## src/rtl/dpram_fifo_ctrl.sv

```systemverilog
// Control and status logic for a FIFO built around an external dual-port RAM.
// It produces RAM strobes and addresses, occupancy flags and error pulses; no data path.
module dpram_fifo_ctrl #(
    parameter int ADDR_SIZE = 4,
    parameter int DATA_SIZE = 8,
    parameter int DEPTH     = 16,
    parameter int AF_LEVEL  = 14,
    parameter int AE_LEVEL  = 2
) (
    input  logic                 clk,
    input  logic                 rst_n,
    input  logic                 push,
    input  logic                 pop,
    output logic                 cs,
    output logic                 we,
    output logic                 re,
    output logic                 oe,
    output logic [ADDR_SIZE-1:0] wr_address,
    output logic [ADDR_SIZE-1:0] rd_address,
    output logic                 rd_valid,
    output logic                 full,
    output logic                 empty,
    output logic                 almost_full,
    output logic                 almost_empty,
    output logic [ADDR_SIZE:0]   count,
    output logic                 overflow,
    output logic                 underflow
);

    localparam logic [ADDR_SIZE:0] DEPTH_C = (ADDR_SIZE+1)'(DEPTH);
    localparam logic [ADDR_SIZE:0] AF_C    = (ADDR_SIZE+1)'(AF_LEVEL);
    localparam logic [ADDR_SIZE:0] AE_C    = (ADDR_SIZE+1)'(AE_LEVEL);
    localparam bit CFG_OK = (DEPTH == (1 << ADDR_SIZE)) && (DATA_SIZE > 0);

    // Pointers wrap for free only when DEPTH is a power of two matching the address width.
    if (!CFG_OK) begin : g_bad_cfg
        $error("dpram_fifo_ctrl: DEPTH must equal 2**ADDR_SIZE and DATA_SIZE must be positive");
    end

    logic [ADDR_SIZE-1:0] wr_ptr_q, wr_ptr_d;
    logic [ADDR_SIZE-1:0] rd_ptr_q, rd_ptr_d;
    logic [ADDR_SIZE:0]   count_q, count_d;
    logic                 rd_valid_q, rd_valid_d;
    logic                 overflow_q, overflow_d;
    logic                 underflow_q, underflow_d;
    logic                 wr_acc, rd_acc;

    // Flags decode straight from the registered count.
    assign full         = (count_q == DEPTH_C);
    assign empty        = (count_q == '0);
    assign almost_full  = (count_q >= AF_C);
    assign almost_empty = (count_q <= AE_C);

    assign wr_acc = push & ~full;
    assign rd_acc = pop & ~empty;

    // Strobes are gated by rst_n so a request held during reset never reaches the RAM.
    assign we = wr_acc & rst_n;
    assign re = rd_acc & rst_n;
    assign oe = rd_acc & rst_n;
    assign cs = we | re;

    assign wr_address = wr_ptr_q;
    assign rd_address = rd_ptr_q;
    assign count      = count_q;
    assign rd_valid   = rd_valid_q;
    assign overflow   = overflow_q;
    assign underflow  = underflow_q;

    always_comb begin
        wr_ptr_d    = wr_ptr_q;
        rd_ptr_d    = rd_ptr_q;
        count_d     = count_q;
        rd_valid_d  = rd_acc;
        overflow_d  = push & full;
        underflow_d = pop & empty;

        if (wr_acc) wr_ptr_d = wr_ptr_q + ADDR_SIZE'(1);
        if (rd_acc) rd_ptr_d = rd_ptr_q + ADDR_SIZE'(1);

        unique case ({wr_acc, rd_acc})
            2'b10:   count_d = count_q + (ADDR_SIZE+1)'(1);
            2'b01:   count_d = count_q - (ADDR_SIZE+1)'(1);
            default: count_d = count_q;
        endcase
    end

    always_ff @(posedge clk or negedge rst_n) begin
        if (!rst_n) begin
            wr_ptr_q    <= '0;
            rd_ptr_q    <= '0;
            count_q     <= '0;
            rd_valid_q  <= 1'b0;
            overflow_q  <= 1'b0;
            underflow_q <= 1'b0;
        end else begin
            wr_ptr_q    <= wr_ptr_d;
            rd_ptr_q    <= rd_ptr_d;
            count_q     <= count_d;
            rd_valid_q  <= rd_valid_d;
            overflow_q  <= overflow_d;
            underflow_q <= underflow_d;
        end
    end

endmodule
```

## config.mk

```make
export PLATFORM = sky130hd
export DESIGN_NAME = dpram_fifo_ctrl
export DESIGN_NICKNAME = d
export VERILOG_FILES = /design/src/rtl/dpram_fifo_ctrl.sv
export SDC_FILE = /design/constraint.sdc
export NUM_CORES = 1
export LEC_CHECK = 0
export BUFFER_PORTS_ARGS = -buffer_cell sky130_fd_sc_hd__buf_2
export CORE_MARGIN = 4
export CORE_UTILIZATION = 50
export CTS_BUF_LIST = sky130_fd_sc_hd__clkbuf_2
export DETAILED_ROUTE_END_ITERATION = 7
export HOLD_SLACK_MARGIN = 0.03
export PLACE_DENSITY = 0.78
export REMOVE_ABC_BUFFERS = 1
export SLEW_MARGIN = 30
export SYNTH_ARGS = -nofsm -noshare
export SYNTH_HDL_FRONTEND = slang
export SYNTH_SLANG_ARGS = --single-unit
```

## constraint.sdc

```tcl
create_clock -name clk -period 5 [get_ports clk]
set_clock_uncertainty 0.15 [all_clocks]
set_input_delay 1 -clock clk [delete_from_list [all_inputs] [get_ports clk]]
set_output_delay 1 -clock clk [all_outputs]
set_load 0.1 [all_outputs]
```

## Yosys cells after proc, flatten, opt, wreduce, memory -nomap -nowiden

Cells that the tools add are included.

- Order comparisons: 2
- Add/sub/neg operators: 4
- Eq/ne operators: 3
- Multiplexer cells: 1
- Bitwise logic cells: 9
- Reductions and logical operators: 2

Operators by type and width:

| operator | count |
|---|---|
| $pmux 5 s2 | 1 |
| $add 4x1->4 const B | 2 |
| $and 1x1->1 | 6 |
| $add 5x1->5 const B | 1 |
| $eq 5x5->1 const B | 1 |
| $ge 5x4->1 const B | 1 |
| $le 5x2->1 const B | 1 |
| $logic_not 5->1 | 1 |
| $sub 5x1->5 const B | 1 |
| $eq 2x1->1 const B | 1 |
| $eq 2x2->1 const B | 1 |
| $not 1->1 | 2 |
| $reduce_bool 2->1 | 1 |
| $or 1x1->1 | 1 |

- Flip-flop bits (word level): 16
- Logic and storage cells: 27

## Depth between registers and ports, before layout

Gate-level depths: netlist (run 1).

- Word-level depth: 5
- Mapped depth: 11
- Mapped depth without buffers: 9

## Least setup slack after synthesis (run 1)

Ideal clock, no wire load.

- Path kind: reg2out
- Start point: register count_q[1], in the netlist count[1]
- End point: output almost_empty
- Buffers on the path: 1
- Arrival: 5.799 ns
- Setup slack: -1.949 ns
- Stages on the path, launching flop included: 3
- Cell sequence: dfrtp_1 clkbuf_1 a2111oi_0

- Cells in the longest elaborated chain, start to end: 1

RTL lines:

| element | RTL line | source |
|---|---|---|
| from (decl) | 42 | `logic [ADDR_SIZE:0] count_q, count_d;` |
| from (signal assigned) | 99 | `count_q <= count_d;` |
| $le 5x2->1 | 52 | `assign almost_empty = (count_q <= AE_C);` |
| to (decl) | 24 | `output logic almost_empty,` |

No other way between the ends.

## Worst setup path after layout (run 1)

- Start point: register count_q[2], in the netlist count[2]
- End point: register count_q[4], in the netlist count[4]

- Cells in the longest elaborated chain, start to end: 5
- Elaborated cells on any way between the ends: 12
- Classes of those cells: add/sub (2); eq/ne (3); mux (1); bitwise (4); reduce/logical (2)

RTL lines:

| element | RTL line | source |
|---|---|---|
| $logic_not 5->1 (*) | 50 | `assign empty = (count_q == '0);` |
| $not 1->1 (*) | 55 | `assign rd_acc = pop & ~empty;` |
| $and 1x1->1 (*) | 55 |  |
| named net rd_acc | 46 | `logic wr_acc, rd_acc;` |
| $eq 2x1->1 / $eq 2x2->1 (equally long branches) | 81 | `unique case ({wr_acc, rd_acc})` |
| $pmux 5 s2 / $reduce_bool 2->1 (equally long branches) | n/a |  |

The timed path passes the listed nets; every way through them passes the cells marked *.
A chain may end at the register's enable or synchronous reset.

==> results of run 1 <==
==> final timing paths <==
path,startpoint,end,cells after the start
min in group asynchronous,rst_n,rd_address[2],1
max in group asynchronous,rst_n,count[2],1
worst min-delay path,wr_address[3],wr_address[3],1
worst max register to register,count[2],count[4],9
worst max-delay path,count[2],count[4],9
worst min register to register,wr_address[3],wr_address[3],1
==> layer usage <==
layer  GRT usage  vias to the layer above  part of all wire
li1            -                      347                 -
met2       0.280                       28              0.49
met4      0.0942                        0             0.011
met3      0.0237                        2             0.049
met5           0                        -                 0
met1       0.187                      332              0.45
==> area by class of cell <==
class	count	area, µm²	area share
timing repair buffer	27	135	0.127
sequential	16	400	0.376
multi-input combinational	58	467	0.439
clock buffer	3	15.0	0.0141
tap	25	31.3	0.0294
inverter	4	15.0	0.0141
==> cell usage after synthesis <==
| library cell | number | area share |
|---|---|---|
| o2bb2ai_1 | 1 | 0.0096 |
| o211ai_1 | 2 | 0.016 |
| and3_1 | 2 | 0.014 |
| xnor2_1 | 6 | 0.058 |
| buf_4 | 1 | 0.0082 |
| nand3b_1 | 1 | 0.0082 |
| and2_1 | 1 | 0.0069 |
| nor2b_1 | 1 | 0.0069 |
| nand3_1 | 1 | 0.0055 |
| nor3b_1 | 1 | 0.0082 |
| or4b_2 | 1 | 0.011 |
| or4_4 | 1 | 0.012 |
| dfrtp_1 | 16 | 0.44 |
| o41ai_1 | 1 | 0.0096 |
| or3b_2 | 1 | 0.0096 |
| a21o_1 | 1 | 0.0082 |
| o31ai_1 | 1 | 0.0082 |
| a32oi_1 | 1 | 0.0096 |
| mux2_2 | 1 | 0.012 |
| buf_2 | 1 | 0.0055 |
| a21oi_1 | 6 | 0.033 |
| a211oi_1 | 1 | 0.0082 |
| xor2_1 | 4 | 0.038 |
| nand2_1 | 2 | 0.0082 |
| a21bo_2 | 1 | 0.011 |
| mux2i_1 | 1 | 0.011 |
| nor2_1 | 6 | 0.025 |
| nand4_1 | 2 | 0.014 |
| mux2_1 | 1 | 0.012 |
| inv_1 | 4 | 0.016 |
| nor4_1 | 1 | 0.0069 |
| o21ai_4 | 2 | 0.036 |
| a2111oi_0 | 1 | 0.0096 |
| clkbuf_1 | 5 | 0.021 |
| mux2_4 | 1 | 0.016 |
| ha_1 | 5 | 0.068 |
==> logic make-up after synthesis <==
logic type      after synthesis  synth area share
compound gates               18             0.159
xor+xnor                     10            0.0959
fa+ha+maj                     5            0.0685
buf+inv                      11            0.0507
flops                        16             0.438
mux                           4            0.0520
simple gates                 21             0.136
==> through the flow <==
step / TNS [ps] / util
2_1_floorplan: -2070 / -
3_3_place_gp: 0 / 0.607
3_5_place_dp: 0 / 0.607
4_1_cts: 0 / 0.616
5_1_grt: 0 / 0.616
6_report: 0 / 0.616
==> worst max-delay path: cells and delay by family (launching register included) <==
| family | cells | cell delay, ps |
|---|---|---|
| AOI/OAI and AO/OA | 2 | 470 |
| DFF | 1 | 530 |
| and+or+nand+nor | 2 | 1080 |
| buffers and inverters | 1 | 120 |
| adders and majority gates | 2 | 510 |
| xor gates and xnor gates | 2 | 340 |
==> sequential cells by signal (all words and copies together), names as in the netlist <==
register,count
count,5
overflow,1
rd_address,4
rd_valid,1
underflow,1
wr_address,4
==> qor.txt, run 1 <==
Final Hold Violating Endpoints = 0
Highest Clock Rate = 308 MHz
Rows = 15
Starting Density = 0.529
Ports = 28
Min-Delay Path Class = flip-flop to flip-flop
Finished Layout Cells = 133
Die H = 50.7 µm
Final nets = 119
pin count of the biggest net entering global routing = 18
Synth warnings = 0
CP max-delay cell = or4_4
post-CTS setup buffers = 0
Remaining Overflow, GRT = 0
critical path class = flip-flop to flip-flop
first-pass GRT wire length = 3140 µm
Critical Path Max Stage Delay = 630 ps
Die W = 50.7 µm
Hold Slack = 325 ps
antenna violations before repair = 0
Final Cell Area = 1060 µm²
DRT iter0 DRCs = 10
final wirelength = 1900 µm
highest-count cells in the layout ignoring fill and taps = buf_2, dfrtp_1, nor2_1, a21oi_1, xnor2_1
Clk Latency, worst-skew pair = 270 ps
worst-case clock buffer depth = 2
via count = 709
number of routed nets with antenna violations = 0
port buffer count = 27
setup violators final = 0
Crit Path Max Fanout = 12
Req. time, crit path = 5050 ps
dpl cell area = 1050 µm²
TritonCTS clock tree = done
root buffer cell = clkbuf_2
clock-pin slew on the worst setup and hold paths = 130 ps
Fill cells = 145
cells after synthesis = 85
dpl cells = 130
Yosys cell types = 36
Startpoint Class = flip-flop
Pre-antenna DRT Iters = 6
TritonCTS Buffers = 3
core area = 1730 µm²
Worst-Margin Slew = 715 ps
data arrival time of the worst path = 3300 ps
min setup slack post-route = 1750 ps
Placer Congestion = 0.737
min Tclk post-route = 3250 ps
Clock H-tree levels = 1
Max Slew Vio Count = 0
Total GRT Usage = 0.162
CTS sink cnt = 16
Post-CTS Resized = 0
die area = 2570 µm²
Slew HR = 0.519
Cell Chain, Critical Path = or4_4 -> o21ai_4 -> inv_1 -> ha_1 -> xor2_1 -> ha_1 -> or3b_2 -> a32oi_1 -> xnor2_1
setup repair after global routing missed its margin = false
period utilisation layout = 0.650
Routed WL per cell = 14.3 µm
# DRC = 0
status = complete, no violations
CTS Hold Buffers Added = 0
Area Growth Syn to Fin = 16.4%
Mapped Avg Cell Area = 10.7 µm²
vias in the first global route = 706
crit end category = flip-flop
flops & latches, synth = 16
most common cell after layout, fill and taps aside = buf_2
Antenna Cells = 0
post-synthesis sequential area ratio = 0.438
cell repeated most along the worst path = ha_1
Reg2Reg Setup Slack = 1750 ps
synthesized cell area = 913 µm²
MaxCap Viol Count = 0
HPWL Detailed = 1470 µm
post-place setup slack = 1780 ps
layout cells sized above 1 = 0.352
post-DR vias/cell = 5.33
Power of run 1 is left out: the tool's default activity adds up to more than one toggle a clock period on the data nets, which glitch-free logic cannot reach.
==> run 2, diff against run 1 <==
--- a/config.mk
+++ b/config.mk
@@ -5,13 +5,14 @@
 export SDC_FILE = /design/constraint.sdc
 export NUM_CORES = 1
 export LEC_CHECK = 0
+export ABC_AREA = 1
 export BUFFER_PORTS_ARGS = -buffer_cell sky130_fd_sc_hd__buf_2
 export CORE_MARGIN = 4
-export CORE_UTILIZATION = 50
+export CORE_UTILIZATION = 47
 export CTS_BUF_LIST = sky130_fd_sc_hd__clkbuf_2
 export DETAILED_ROUTE_END_ITERATION = 7
 export HOLD_SLACK_MARGIN = 0.03
-export PLACE_DENSITY = 0.78
+export PLACE_DENSITY = 0.77
 export REMOVE_ABC_BUFFERS = 1
 export SLEW_MARGIN = 30
 export SYNTH_ARGS = -nofsm -noshare
==> constraint.sdc (replaced) <==
create_clock -name clk -period 2.78 [get_ports clk]
set_clock_uncertainty 0.15 [all_clocks]
set_input_delay 0.556 -clock clk [delete_from_list [all_inputs] [get_ports clk]]
set_output_delay 0.556 -clock clk [all_outputs]
set_load 0.1 [all_outputs]
==> run 2 against run 1 <==
Global-route usage is 0.45 points lower. First-iteration DRC count grew to 2.5 times the previous value. Setup slack worse by 1400 ps. Register-to-register slack worse by 1300 ps. Core utilization is 0.56 points higher. Sequential share of layout area is 1.9 points lower. Largest cell class unchanged. Die area is 7.4% higher. Area after synthesis is 2.3% higher. Count of clock-buffer cells in the layout stayed put.
==> qor.txt, run 2 <==
Antenna Cells = 0 (unchanged)
antenna violations before repair = 0 (unchanged)
period utilisation layout = 0.892
CP Depth = 5 (-4)
CTS Hold Buffers Added = 0 (unchanged)
flops & latches, synth = 16 (unchanged)
Reg2Reg Setup Slack = 400 ps (-1350 ps)
pin count of the biggest net entering global routing = 17 (-1)
Register-to-Register Path Depth = 16 (+7)
first-pass GRT wire length = 3230 µm (+2.9%)
synthesized cell area = 935 µm² (+2.3%)
Mapped Avg Cell Area = 8.74 µm² (-19%)
Req. time, crit path = 2070 ps (-2980 ps)
Starting Density = 0.519 (-0.0102)
routing usage on met1 = 0.194 (+0.00726)
Startpoint Class = flip-flop
Routed WL per cell = 12.3 µm (-14%)
critical path class = flip-flop to output pin
Clock H-tree levels = 1 (unchanged)
Final nets = 148 (+24%)
Placer Congestion = 0.907 (+23%)
reg2reg end = count[4]
Commonest cells post-synth = nand2_1, dfrtp_1, inv_1, nand3_1, inv_2
count leader, synth = nand2_1
number of routed nets with antenna violations = 0 (unchanged)
dpl cell area = 1100 µm² (+5.0%)
via count = 824 (+16%)
clock-pin slew on the worst setup and hold paths = 160 ps (+30 ps)
setup repair after global routing missed its margin = false
Area Growth Syn to Fin = 19.8%
# DRC = 0 (unchanged)
top-area cell type share of the netlist area = 0.428 (-0.00998)
Ports = 28 (unchanged)
min Tclk post-route = 2480 ps
CP max-delay cell = dfrtp_1
post-CTS setup buffers = 0 (unchanged)
Crit. Startpoint = count[0]
WP buf/inv = 2 (+1)
Synth warnings = 0 (unchanged)
most common cell after layout, fill and taps aside = nand2_1
Yosys cell types = 21 (-42%)
Sum Neg Setup Slack = 0 ps (unchanged)
TritonCTS Buffers = 3 (unchanged)
Max Slew Vio Count = 0 (unchanged)
family with the most delay on the worst path = flip-flops
M2 GR Usage = 0.267 (-0.0139)
RR Startpoint = count[3]
Final Cell Area = 1120 µm² (+5.3%)
Post-CTS Resized = 0 (unchanged)
setup violators final = 0 (unchanged)
Area contributors post-synth = dfrtp_1, nand2_1, ha_1
MaxCap Viol Count = 0 (unchanged)
Remaining Overflow, GRT = 0 (unchanged)
Hold Slack = 54.0 ps (-271 ps)
TritonCTS clock tree = done
Crit Path Max Fanout = 7 (-5)
data arrival time of the worst path = 1770 ps (-1530 ps)
Highest Clock Rate = 403 MHz
Die H = 52.6 µm (+3.7%)
Worst-Margin Slew = 499 ps (-217 ps)
Pre-antenna DRT Iters = 4 (-2)
Final Hold Violating Endpoints = 0 (unchanged)
port buffer count = 27 (unchanged)
largest area contributor in the netlist = dfrtp_1
highest-count cells in the layout ignoring fill and taps = nand2_1, buf_2, dfrtp_1
post-synthesis async set-or-reset flop share = 1.00 (unchanged)
Most used DFF post-synth = dfrtp_1
GR peak layer = met2
crit end category = output pin
Min-Delay Path Class = input pin to asynchronous set/reset pin
Post-synth EDFFs = 0 (unchanged)
core area = 1800 µm² (+4.3%)
Cell Chain, Critical Path = inv_2 -> nand4_2 -> nand2_4 -> a21oi_1 -> buf_2
Rows = 15 (unchanged)
root buffer cell = clkbuf_2
DRT iter0 DRCs = 25 (+15)
Die W = 52.6 µm (+3.7%)
worst-case clock buffer depth = 2 (unchanged)
max reg flops = 5 (unchanged)
die area = 2770 µm² (+7.4%)
worst setup path end = cs
Critical Path Max Stage Delay = 530 ps (-100 ps)
post-synthesis sequential area ratio = 0.428 (-0.00998)
cells after synthesis = 107 (+26%)
layout cells sized above 1 = 0.355 (+0.00322)
Slew HR = 0.670 (+0.151)
CTS sink cnt = 16 (unchanged)
Total GRT Usage = 0.157 (-0.00446)
Clk Latency, worst-skew pair = 290 ps (+20 ps)
final wirelength = 2010 µm (+5.9%)
met3 usage = 0.0285 (+0.00475)
post-DR vias/cell = 5.06 (-5.2%)
status = complete, no violations
vias in the first global route = 739 (+4.7%)
HPWL Detailed = 1550 µm (+5.3%)
## run 2: changes by cell type after synthesis, moves of 4 or more
cell and delta:
nand2_1 +27, inv_2 +7, nand3_1 +7, inv_1 +6
clkbuf_1 -5, a21oi_1 -4
## run 2: final cells by class
class	instances	area [µm²]
fill	167	682
multi-input combinational	73	463
sequential	16	400
timing repair buffer	28	143
inverter	17	63.8
tap	25	31.3
clock buffer	3	15.0
clock inverter	1	3.75
## run 2: cell families after synthesis
kind of cell / Yosys count / synth area share
DFF: 16 / 0.428
adders and majority gates: 5 / 0.0669
and+or+nand+nor: 51 / 0.290
AOI/OAI and AO/OA: 9 / 0.0549
xor gates and xnor gates: 8 / 0.0830
buffers and inverters: 18 / 0.0763
## run 2: how the worst min path moves through the flow
stage | from | end | cells past startpoint
floorplan | rst_n | count[0] | 0
global placement | rd_address[2] | rd_address[2] | 1
detailed placement | wr_address[3] | wr_address[3] | 1
CTS | rst_n | wr_address[2] | 2
global route | rst_n | overflow | 2
finish | rst_n | overflow | 2
## run 2: per-stage QoR
step,setup WS [ps],std cells,util
after global placement,528,159,0.611
final,300,163,0.622
after CTS,294,163,0.622
after global routing,163,163,0.622
after floorplan,-3590,106,-
after detailed placement,456,159,0.611
## run 2: worst reg2reg max path, delay by kind of cell, from the launching register on
kind	cells	cell delay (ps)
fa+ha+maj	2	400
buf+inv	4	370
flops	1	480
simple gates	10	900
## run 2: per-layer routing
metal	up-vias	wire length, µm
met2	30	997
met5	-	0
met1	391	856
li1	398	-
met4	0	31
met3	5	128
Power of run 2 is left out for the same reason.
